## src/rtl/tpu_matmul_engine.sv

```systemverilog
// Output-stationary N x N systolic matrix multiplier (C = A x B) with on-block
// operand buffers, a CLEAR/RUN/DRAIN sequencer and a row-major result stream.
module tpu_matmul_engine #(
  parameter int N          = 4,
  parameter int DATA_WIDTH = 8,
  parameter int ACC_WIDTH  = 18,
  parameter int OUT_WIDTH  = 8,
  parameter int SATURATE   = 1,
  localparam int IDX_W     = (N > 2) ? $clog2(N) : 1
) (
  input  logic                  clk,
  input  logic                  rst_n,
  input  logic                  wr_valid,
  output logic                  wr_ready,
  input  logic                  wr_sel,
  input  logic [IDX_W-1:0]      wr_row,
  input  logic [IDX_W-1:0]      wr_col,
  input  logic [DATA_WIDTH-1:0] wr_data,
  input  logic                  start,
  input  logic                  abort,
  output logic                  busy,
  output logic                  done,
  output logic                  out_valid,
  input  logic                  out_ready,
  output logic [OUT_WIDTH-1:0]  out_data,
  output logic [IDX_W-1:0]      out_row,
  output logic [IDX_W-1:0]      out_col,
  output logic                  out_last
);

  localparam int KW       = $clog2(3 * N);
  localparam int RUN_LAST = 3 * N - 3;
  localparam logic [IDX_W:0] IDX_LIM = (IDX_W + 1)'(N);
  localparam logic [IDX_W-1:0] IDX_MAX = IDX_W'(N - 1);
  localparam logic signed [ACC_WIDTH-1:0] SAT_MAX = ACC_WIDTH'((longint'(1) <<< (OUT_WIDTH - 1)) - 1);
  localparam logic signed [ACC_WIDTH-1:0] SAT_MIN = ACC_WIDTH'(-(longint'(1) <<< (OUT_WIDTH - 1)));

  typedef enum logic [1:0] {IDLE, CLEAR, RUN, DRAIN} state_t;

  state_t                       state, state_nx;
  logic [KW-1:0]                kcnt;
  logic signed [DATA_WIDTH-1:0] a_buf  [N][N];
  logic signed [DATA_WIDTH-1:0] b_buf  [N][N];
  logic signed [DATA_WIDTH-1:0] a_feed [N];
  logic signed [DATA_WIDTH-1:0] b_feed [N];
  logic signed [DATA_WIDTH-1:0] a_in   [N][N];
  logic signed [DATA_WIDTH-1:0] b_in   [N][N];
  logic signed [DATA_WIDTH-1:0] a_p1   [N][N-1];
  logic signed [DATA_WIDTH-1:0] b_p1   [N-1][N];
  logic signed [ACC_WIDTH-1:0]  acc    [N][N];
  logic                         wr_fire, accept, aborting;

  function automatic logic signed [ACC_WIDTH-1:0] mac_term(
    input logic signed [DATA_WIDTH-1:0] a,
    input logic signed [DATA_WIDTH-1:0] b
  );
    logic signed [2*DATA_WIDTH-1:0] prod;
    prod = a * b;
    return ACC_WIDTH'(prod);
  endfunction

  function automatic logic [OUT_WIDTH-1:0] narrow(input logic signed [ACC_WIDTH-1:0] v);
    if (SATURATE != 0) begin
      if (v > SAT_MAX) return SAT_MAX[OUT_WIDTH-1:0];
      if (v < SAT_MIN) return SAT_MIN[OUT_WIDTH-1:0];
    end
    return v[OUT_WIDTH-1:0];
  endfunction

  assign busy     = (state != IDLE);
  assign wr_ready = (state == IDLE);
  assign wr_fire  = wr_valid && wr_ready && ({1'b0, wr_row} < IDX_LIM) && ({1'b0, wr_col} < IDX_LIM);
  assign accept   = out_valid && out_ready;
  assign aborting = abort && (state != IDLE);
  assign out_last = out_valid && (out_row == IDX_MAX) && (out_col == IDX_MAX);
  assign out_data = narrow(acc[out_row][out_col]);

  always_comb begin
    state_nx = state;
    case (state)
      IDLE:    if (start && !abort) state_nx = CLEAR;
      CLEAR:   state_nx = RUN;
      RUN:     if (kcnt == KW'(RUN_LAST)) state_nx = DRAIN;
      DRAIN:   if (done) state_nx = IDLE;
      default: state_nx = IDLE;
    endcase
    if (aborting) state_nx = IDLE;
  end

  // Skewed edge feed: at RUN cycle k, row i gets A[i][k-i] and column j gets B[k-j][j]
  always_comb begin
    for (int i = 0; i < N; i++) begin
      a_feed[i] = '0;
      b_feed[i] = '0;
    end
    if (state == RUN) begin
      for (int i = 0; i < N; i++) begin
        for (int m = 0; m < N; m++) begin
          if (kcnt == KW'(i + m)) begin
            a_feed[i] = a_buf[i][m];
            b_feed[i] = b_buf[m][i];
          end
        end
      end
    end
    for (int i = 0; i < N; i++) begin
      a_in[i][0] = a_feed[i];
      b_in[0][i] = b_feed[i];
      for (int j = 1; j < N; j++) begin
        a_in[i][j] = a_p1[i][j-1];
        b_in[j][i] = b_p1[j-1][i];
      end
    end
  end

  always_ff @(posedge clk or posedge rst_n) begin
    if (rst_n) begin
      state     <= IDLE;
      kcnt      <= '0;
      out_valid <= 1'b0;
      done      <= 1'b0;
      out_row   <= '0;
      out_col   <= '0;
      for (int i = 0; i < N; i++) begin
        for (int j = 0; j < N; j++) begin
          a_buf[i][j] <= '0;
          b_buf[i][j] <= '0;
          acc[i][j]   <= '0;
        end
        for (int j = 0; j < N - 1; j++) a_p1[i][j] <= '0;
      end
      for (int i = 0; i < N - 1; i++)
        for (int j = 0; j < N; j++) b_p1[i][j] <= '0;
    end else begin
      state <= state_nx;
      done  <= 1'b0;
      if (wr_fire) begin
        if (wr_sel) b_buf[wr_row][wr_col] <= wr_data;
        else        a_buf[wr_row][wr_col] <= wr_data;
      end
      case (state)
        // ---- CLEAR: zero accumulators and flush operand pipes of any aborted run
        CLEAR: begin
          kcnt    <= '0;
          out_row <= '0;
          out_col <= '0;
          for (int i = 0; i < N; i++) begin
            for (int j = 0; j < N; j++) acc[i][j] <= '0;
            for (int j = 0; j < N - 1; j++) a_p1[i][j] <= '0;
          end
          for (int i = 0; i < N - 1; i++)
            for (int j = 0; j < N; j++) b_p1[i][j] <= '0;
        end
        // ---- RUN: every PE accumulates and forwards a right, b down
        RUN: begin
          kcnt <= kcnt + KW'(1);
          for (int i = 0; i < N; i++) begin
            for (int j = 0; j < N; j++) acc[i][j] <= acc[i][j] + mac_term(a_in[i][j], b_in[i][j]);
            for (int j = 0; j < N - 1; j++) a_p1[i][j] <= a_in[i][j];
          end
          for (int i = 0; i < N - 1; i++)
            for (int j = 0; j < N; j++) b_p1[i][j] <= b_in[i][j];
        end
        // ---- DRAIN: row-major beats; first DRAIN cycle only raises out_valid
        DRAIN: begin
          if (accept) begin
            if (out_last) begin
              out_valid <= 1'b0;
              done      <= 1'b1;
            end else if (out_col == IDX_MAX) begin
              out_col <= '0;
              out_row <= out_row + IDX_W'(1);
            end else begin
              out_col <= out_col + IDX_W'(1);
            end
          end else if (!out_valid && !done) begin
            out_valid <= 1'b1;
          end
        end
        default: ;
      endcase
      if (aborting) begin
        out_valid <= 1'b0;
        done      <= 1'b0;
      end
    end
  end

endmodule

```

## config.mk

```make
export PLATFORM = sky130hd
export DESIGN_NAME = tpu_matmul_engine
export DESIGN_NICKNAME = d
export VERILOG_FILES = /design/src/rtl/tpu_matmul_engine.sv
export SDC_FILE = /design/constraint.sdc
export NUM_CORES = 2
export LEC_CHECK = 0
export ABC_CLOCK_PERIOD_IN_PS = 27800
export CORE_AREA = 5 5 401 403
export CTS_BUF_LIST = sky130_fd_sc_hd__clkbuf_8
export DETAILED_ROUTE_END_ITERATION = 6
export DIE_AREA = 0 0 406 408
export GPL_ROUTABILITY_DRIVEN = 0
export HOLD_SLACK_MARGIN = 0.05
export PLACE_DENSITY = 0.77
export RECOVER_POWER = 100
export SKIP_LAST_GASP = 1
export SYNTH_ARGS = -nofsm -noshare
export SYNTH_HDL_FRONTEND = slang
export SYNTH_SLANG_ARGS = --single-unit
```

## constraint.sdc

```tcl
create_clock -name clk -period 27.8 [get_ports clk]
set_clock_uncertainty 0.05 [all_clocks]
set_input_delay 4.17 -clock clk [delete_from_list [all_inputs] [get_ports clk]]
set_output_delay 4.17 -clock clk [all_outputs]
set_load 0.01 [all_outputs]
```

======== After elaboration in Yosys (flattened, before gate mapping) ========
Index checks and enable logic that the tools add are counted.
word-level totals
  bits in registers ....................... 748
  output and inout port bits .............. 17
cells by class
  $add $sub $neg .......................... 19
  $mul .................................... 16
  magnitude comparators ................... 8
  equality and inequality tests ........... 19
  mux-type cells .......................... 79
  bitwise gates (word level) .............. 5
  reduce and logical (&&, ||, !) cells .... 25
operator list
  operator                                                                           number
  288-bit one-hot mux with 2 select lines                                            1
  96-bit one-hot mux with 2 select lines                                             2
  8-bit two-way mux                                                                  37
  18-bit by 16-bit adder with 18-bit output                                          16
  128-bit bitwise mux                                                                2
  8-bit by 8-bit multiplier with 16-bit output                                       16
  72-bit binary-select mux with 2-bit select                                         1
  72-bit two-way mux                                                                 2
  32-bit two-way mux                                                                 3
  32-bit demux with 2-bit select                                                     1
  18-bit binary-select mux with 2-bit select                                         1
  18-bit two-way mux                                                                 2
  2-bit two-way mux                                                                  10
  18-bit by 8-bit greater-than comparator with 1-bit output (second input constant)  1
  18-bit by 8-bit < comparator with 1-bit output (second input constant)             1
  8-bit demux with 2-bit select                                                      1
  4-bit by 3-bit equality test with 1-bit output (second input constant)             3
  3-bit >= comparator (second input constant)                                        4
  1-bit two-way mux                                                                  12
  2-bit inverter with 3-bit output                                                   4
  1-bit logical AND                                                                  9
  3-bit AND reduction                                                                3
  2-bit equality test (second input constant)                                        4
  4-bit by 2-bit equality test with 1-bit output (second input constant)             2
  21 further kinds                                                                   33

======== Logic depth before layout (Yosys ltp) ========
  depth in word-level cells ............... 12
  mapped depth ............................ 28
  gate-level depth less buffers ........... 26

======== Worst setup path before layout ========
Ideal clock, no wire load.
  kind .................................... reg2reg
  start point ............................. register kcnt[1]
  end point ............................... register acc[287] (netlist name)
  arrival ................................. 7.624 ns
  required time ........................... 27.621 ns
  setup slack ............................. 19.997 ns
  stages on the path, launching flop included .. 21
  period minus slack after synthesis ...... 7.803 ns
  path through ............................ dfrtp_1 -> inv_1 -> ha_1 -> nor4b_1 -> clkbuf_1 -> a221oi_1 -> nor3_1 -> o21ai_0 -> nor3_1 -> fa_1 -> fa_1 -> fa_1 -> fa_1 -> fa_1 -> ha_1 -> o21ai_0 -> o21ai_0 -> a21oi_1 -> a21oi_1 -> and3_1 -> a2111o_1
between the ends
  longest elaborated chain between the ends .. 9
  elaborated cells between the ends (all ways) .. 17
  classes of those cells .................. add/sub (1); mul (1); eq/ne (3); mux (11); reduce/logical (1)
RTL lines
  item                                              RTL line  source
  start: declaration                                41        logic [KW-1:0] kcnt;
  start signal: assignment                          156       kcnt <= kcnt + KW'(1);
  4-bit zero test                                   99        if (kcnt == KW'(i + m)) begin
  8-bit two-way mux (4 in series)                   99
  32-bit two-way mux                                96        if (state == RUN) begin
  8-bit by 8-bit multiplier with 16-bit output (*)  58        prod = a * b;
  18-bit by 16-bit adder with 18-bit output (*)     158       for (int j = 0; j < N; j++) acc[i][j] <= acc[i][j] + mac_term(a_in[i][j], b_in[i][j]);
  288-bit one-hot mux with 2 select lines (*)       141       case (state)
  end signal: indexed assignment                    128       acc[i][j] <= '0;
  end: declaration                                  50        logic signed [ACC_WIDTH-1:0] acc [N][N];
Every way passes the cells marked *; elsewhere a longest branch is shown, timed or not.
A chain may end at the register's enable or synchronous reset.

==> impl_results.md <==
* Status: finished with violations
* Violated checks: design-rule violations, max-capacitance violations, max-slew violations
* Die Footprint at 0.166 sq mm
* Placement Rows at 146
* Via-to-Cell Ratio at 5.88
* TritonCTS clock tree: yes
* Multi-input logic area at 0.0580 sq mm
* Initial antenna violation count at 16
* Initial DRC count at 5058
* WL/cell at 21.7 um
* Total GRT Usage at 27.7%
* Final setup fails at 0
* Post-synthesis cell count at 8179
* Vias post-DR at 60200
* Startpoint types: input pin
* Post-CTS setup buffers at 0
* Critical path data arrival time at 15.94 ns
* RSZ-0062 raised after global routing: false
* First-pass detailed-route iteration total at 7
* CTS sink cnt at 748
* Layout fillers at 13000
* Vias in the first global route at 64900
* Fmax at 63.5 MHz
* # IOs at 36
* Layout area overhead at 5.98%
* Pwr Density at 37.7 mW/mm^2
* Place WS at 19.00 ns
* Clk_lat worst skew at 0.89 ns
* Hpwl dp at 172000 um
* Root buf cell: clkbuf_8
* Post-Syn Nets at 10200
* Setup WS post-layout at 12.05 ns
* Largest net degree at the start of global routing at 196
* Global route overflow at 0
* Core Area at 0.157 sq mm
* Post-CTS resize count at 0
* HP Class: reg -> reg
* CTS Buf Count at 134
* Setup tns final at 0 ns
* Lkg Pwr at 46.2 nW
* Worst-path maximum fanout at 102
* Synthesized flop and latch total at 748
* Setup crit end kind: async pin
* Worst endpoint required time at 27.99 ns
* Synth Area per Inst at 10.3 sq um
* Relative slew slack at -226%
* Clk buf depth at 3
* DRC violations left at 4
* Final min period at 15.75 ns
* FF+latch area at 0.0187 sq mm
* Port Buffers at 35
* Crit path kind: in -> async
* Maximum vdd drop at 0.0000973 V
* Die Ht at 408 um
* Final #Nets at 10000
* Antenna Nets Post-Route at 0
* Die width at 406 um
* Syn. warnings at 0
* Mapped Area at 0.0842 sq mm
* Clk pin slew, worst setup/hold paths at 0.06 ns
* Hold WS at 0.450 ns
* Fin. max-slew vios at 1168
* Post-synth EDFFs at 0
* Prevailing post-synth register cell: dfrtp_1
* Synth cell types at 69
* Cts-stage hold buffer count at 0
* Final period utilization at 56.6%
* Layout cell share with drive strength beyond 1 at 8.15%
* Starting Density at 53.6%
* Post-synthesis sequential area ratio at 22.2%
* Routed wire length at 222000 um
* Total of max-cap violations at 29
* Slew @ Worst Pin at 4.86 ns
* Reg-to-reg setup timing slack at 14.53 ns
* Asr flop ratio synth at 100%
* Hold Vio Cnt, Final at 0
* First-pass GRT wire length at 360000 um
* H-Tree Depth at 4
## cells by family (layout without fill, tap and decap cells)
logic type | after synthesis | in the layout | share of synthesized area [%]
multiplexers | 415 | 415 | 6.60
other | 0 | 7 | 0
buffers and inverters | 1991 | 1962 | 8.91
flip-flops | 748 | 748 | 22.2
adder cells (fa/ha/maj) | 1962 | 1962 | 40.6
AO/OA/AOI/OAI | 1086 | 1086 | 8.93
XOR/XNOR | 239 | 239 | 2.49
AND/OR/NAND/NOR | 1738 | 1738 | 10.3
## where the power goes
group	leakage, nW	internal (mW)	switching, mW
Combinational	34.3	0.251	0.591
Sequential	10.3	1.21	0.103
Clock	1.63	0.682	0.526
Total	46.2	2.15	1.22
## area by class of cell
| type | instances | area share (%) |
|---|---|---|
| Clock buffer | 162 | 2.50 |
| Inverter | 1626 | 6.85 |
| Sequential cell | 748 | 21.0 |
| Antenna cell | 7 | 0.0196 |
| Timing Repair Buffer | 96 | 0.844 |
| Multi-Input combinational cell | 5440 | 65.0 |
| Clock inverter | 78 | 0.912 |
| Tap cell | 2072 | 2.91 |
## layout by cell type (no fill, tap or decap), types with 58 or more instances in the layout
cell type and count:
a22o_1 190, a21oi_1 154, and3_1 114, o22ai_1 86, nor3_1 97, nor2_1 229, nand3_1 59, mux2_2 306
and2_1 403, fa_1 1281, mux4_2 81, xnor2_1 184, dfrtp_1 748, clkbuf_8 162, nand2b_1 97, ha_1 681
inv_1 1641, o21a_1 58, nand2_1 611, o21ai_0 245
## state kept, by name, indices dropped and copies added, names as in the netlist
name / flops
state: 2
out_col: 2
out_valid: 1
done: 1
out_row: 2
b_buf: 128
kcnt: 4
a_in: 96
acc: 288
b_in: 96
a_buf: 128
## worst max-delay path, cell delays in order
cell           delay [ns]
dlygate4sd3_1        0.60
clkinvlp_2           2.69
clkbuf_1             2.65
clkbuf_1             3.11
clkbuf_1             2.49
## synthesized netlist by cell type (all sizes together) (9+ instances only)
library cell	n	area share (%)
nand3	59	0.35
nor2	230	1.0
o31ai	21	0.19
o21a	58	0.52
o32ai	18	0.19
and2	422	3.1
a21o	52	0.46
fa	1281	30
dfrtp	748	22
a211oi	44	0.39
nor2b	32	0.24
xor2	55	0.57
nand2b	97	0.72
o21ai	252	1.5
a21boi	12	0.11
mux4	81	2.2
xnor2	184	1.9
mux2	310	4.1
mux2i	24	0.29
inv	1624	7.2
nor3b	16	0.14
a221oi	42	0.44
o22ai	86	0.64
a222oi	16	0.19
nand3b	10	0.089
a22oi	47	0.42
nand4	9	0.067
ha	681	10
buf	70	0.34
and3	114	0.85
clkbuf	295	1.3
a21oi	154	0.92
or3	18	0.13
nor3	98	0.58
o211ai	11	0.098
nand2	611	2.7
o21bai	20	0.18
a22o	190	2.0
a2111o	14	0.19
o311ai	10	0.10
## path summary, 6_finish.rpt
path,startpoint,endpoint,cells past startpoint
min,a_buf[102]$_DFFE_PP0P_,a_buf[102]$_DFFE_PP0P_,1
max in group clk,state[0]$_DFFE_PP0P_,acc[34]$_DFFE_PP0P_,9
max,rst_n,acc[73]$_DFFE_PP0P_,5
min reg2reg,a_buf[102]$_DFFE_PP0P_,a_buf[102]$_DFFE_PP0P_,1
min in group asynchronous,rst_n,b_buf[99]$_DFFE_PP0P_,2
max reg2reg,state[0]$_DFFE_PP0P_,acc[34]$_DFFE_PP0P_,9
## stage by stage
| stage | cells | cell area [sq um] | util (%) | total power [mW] |
|---|---|---|---|---|
| finish | 10200 | 89200 | 56.8 | 3.37 |
| global route | 10200 | 89200 | 56.8 | 3.49 |
| CTS | 10200 | 89400 | 56.9 | 3.38 |
| detailed placement | 9982 | 86400 | 55.0 | 2.17 |
| global placement | 9982 | 86400 | 55.0 | 2.14 |
| floorplan | 8179 | 84200 | - | 1.86 |
## per-layer routing
metal	track usage [%]	wire (um)	up-vias
met5	0	42	-
met4	13.3	12300	6
met3	7.18	21600	672
met2	44.4	105000	2498
met1	35.2	83200	31000
li1	-	-	26000
No activity file was read; power rests on OpenSTA's default activity.
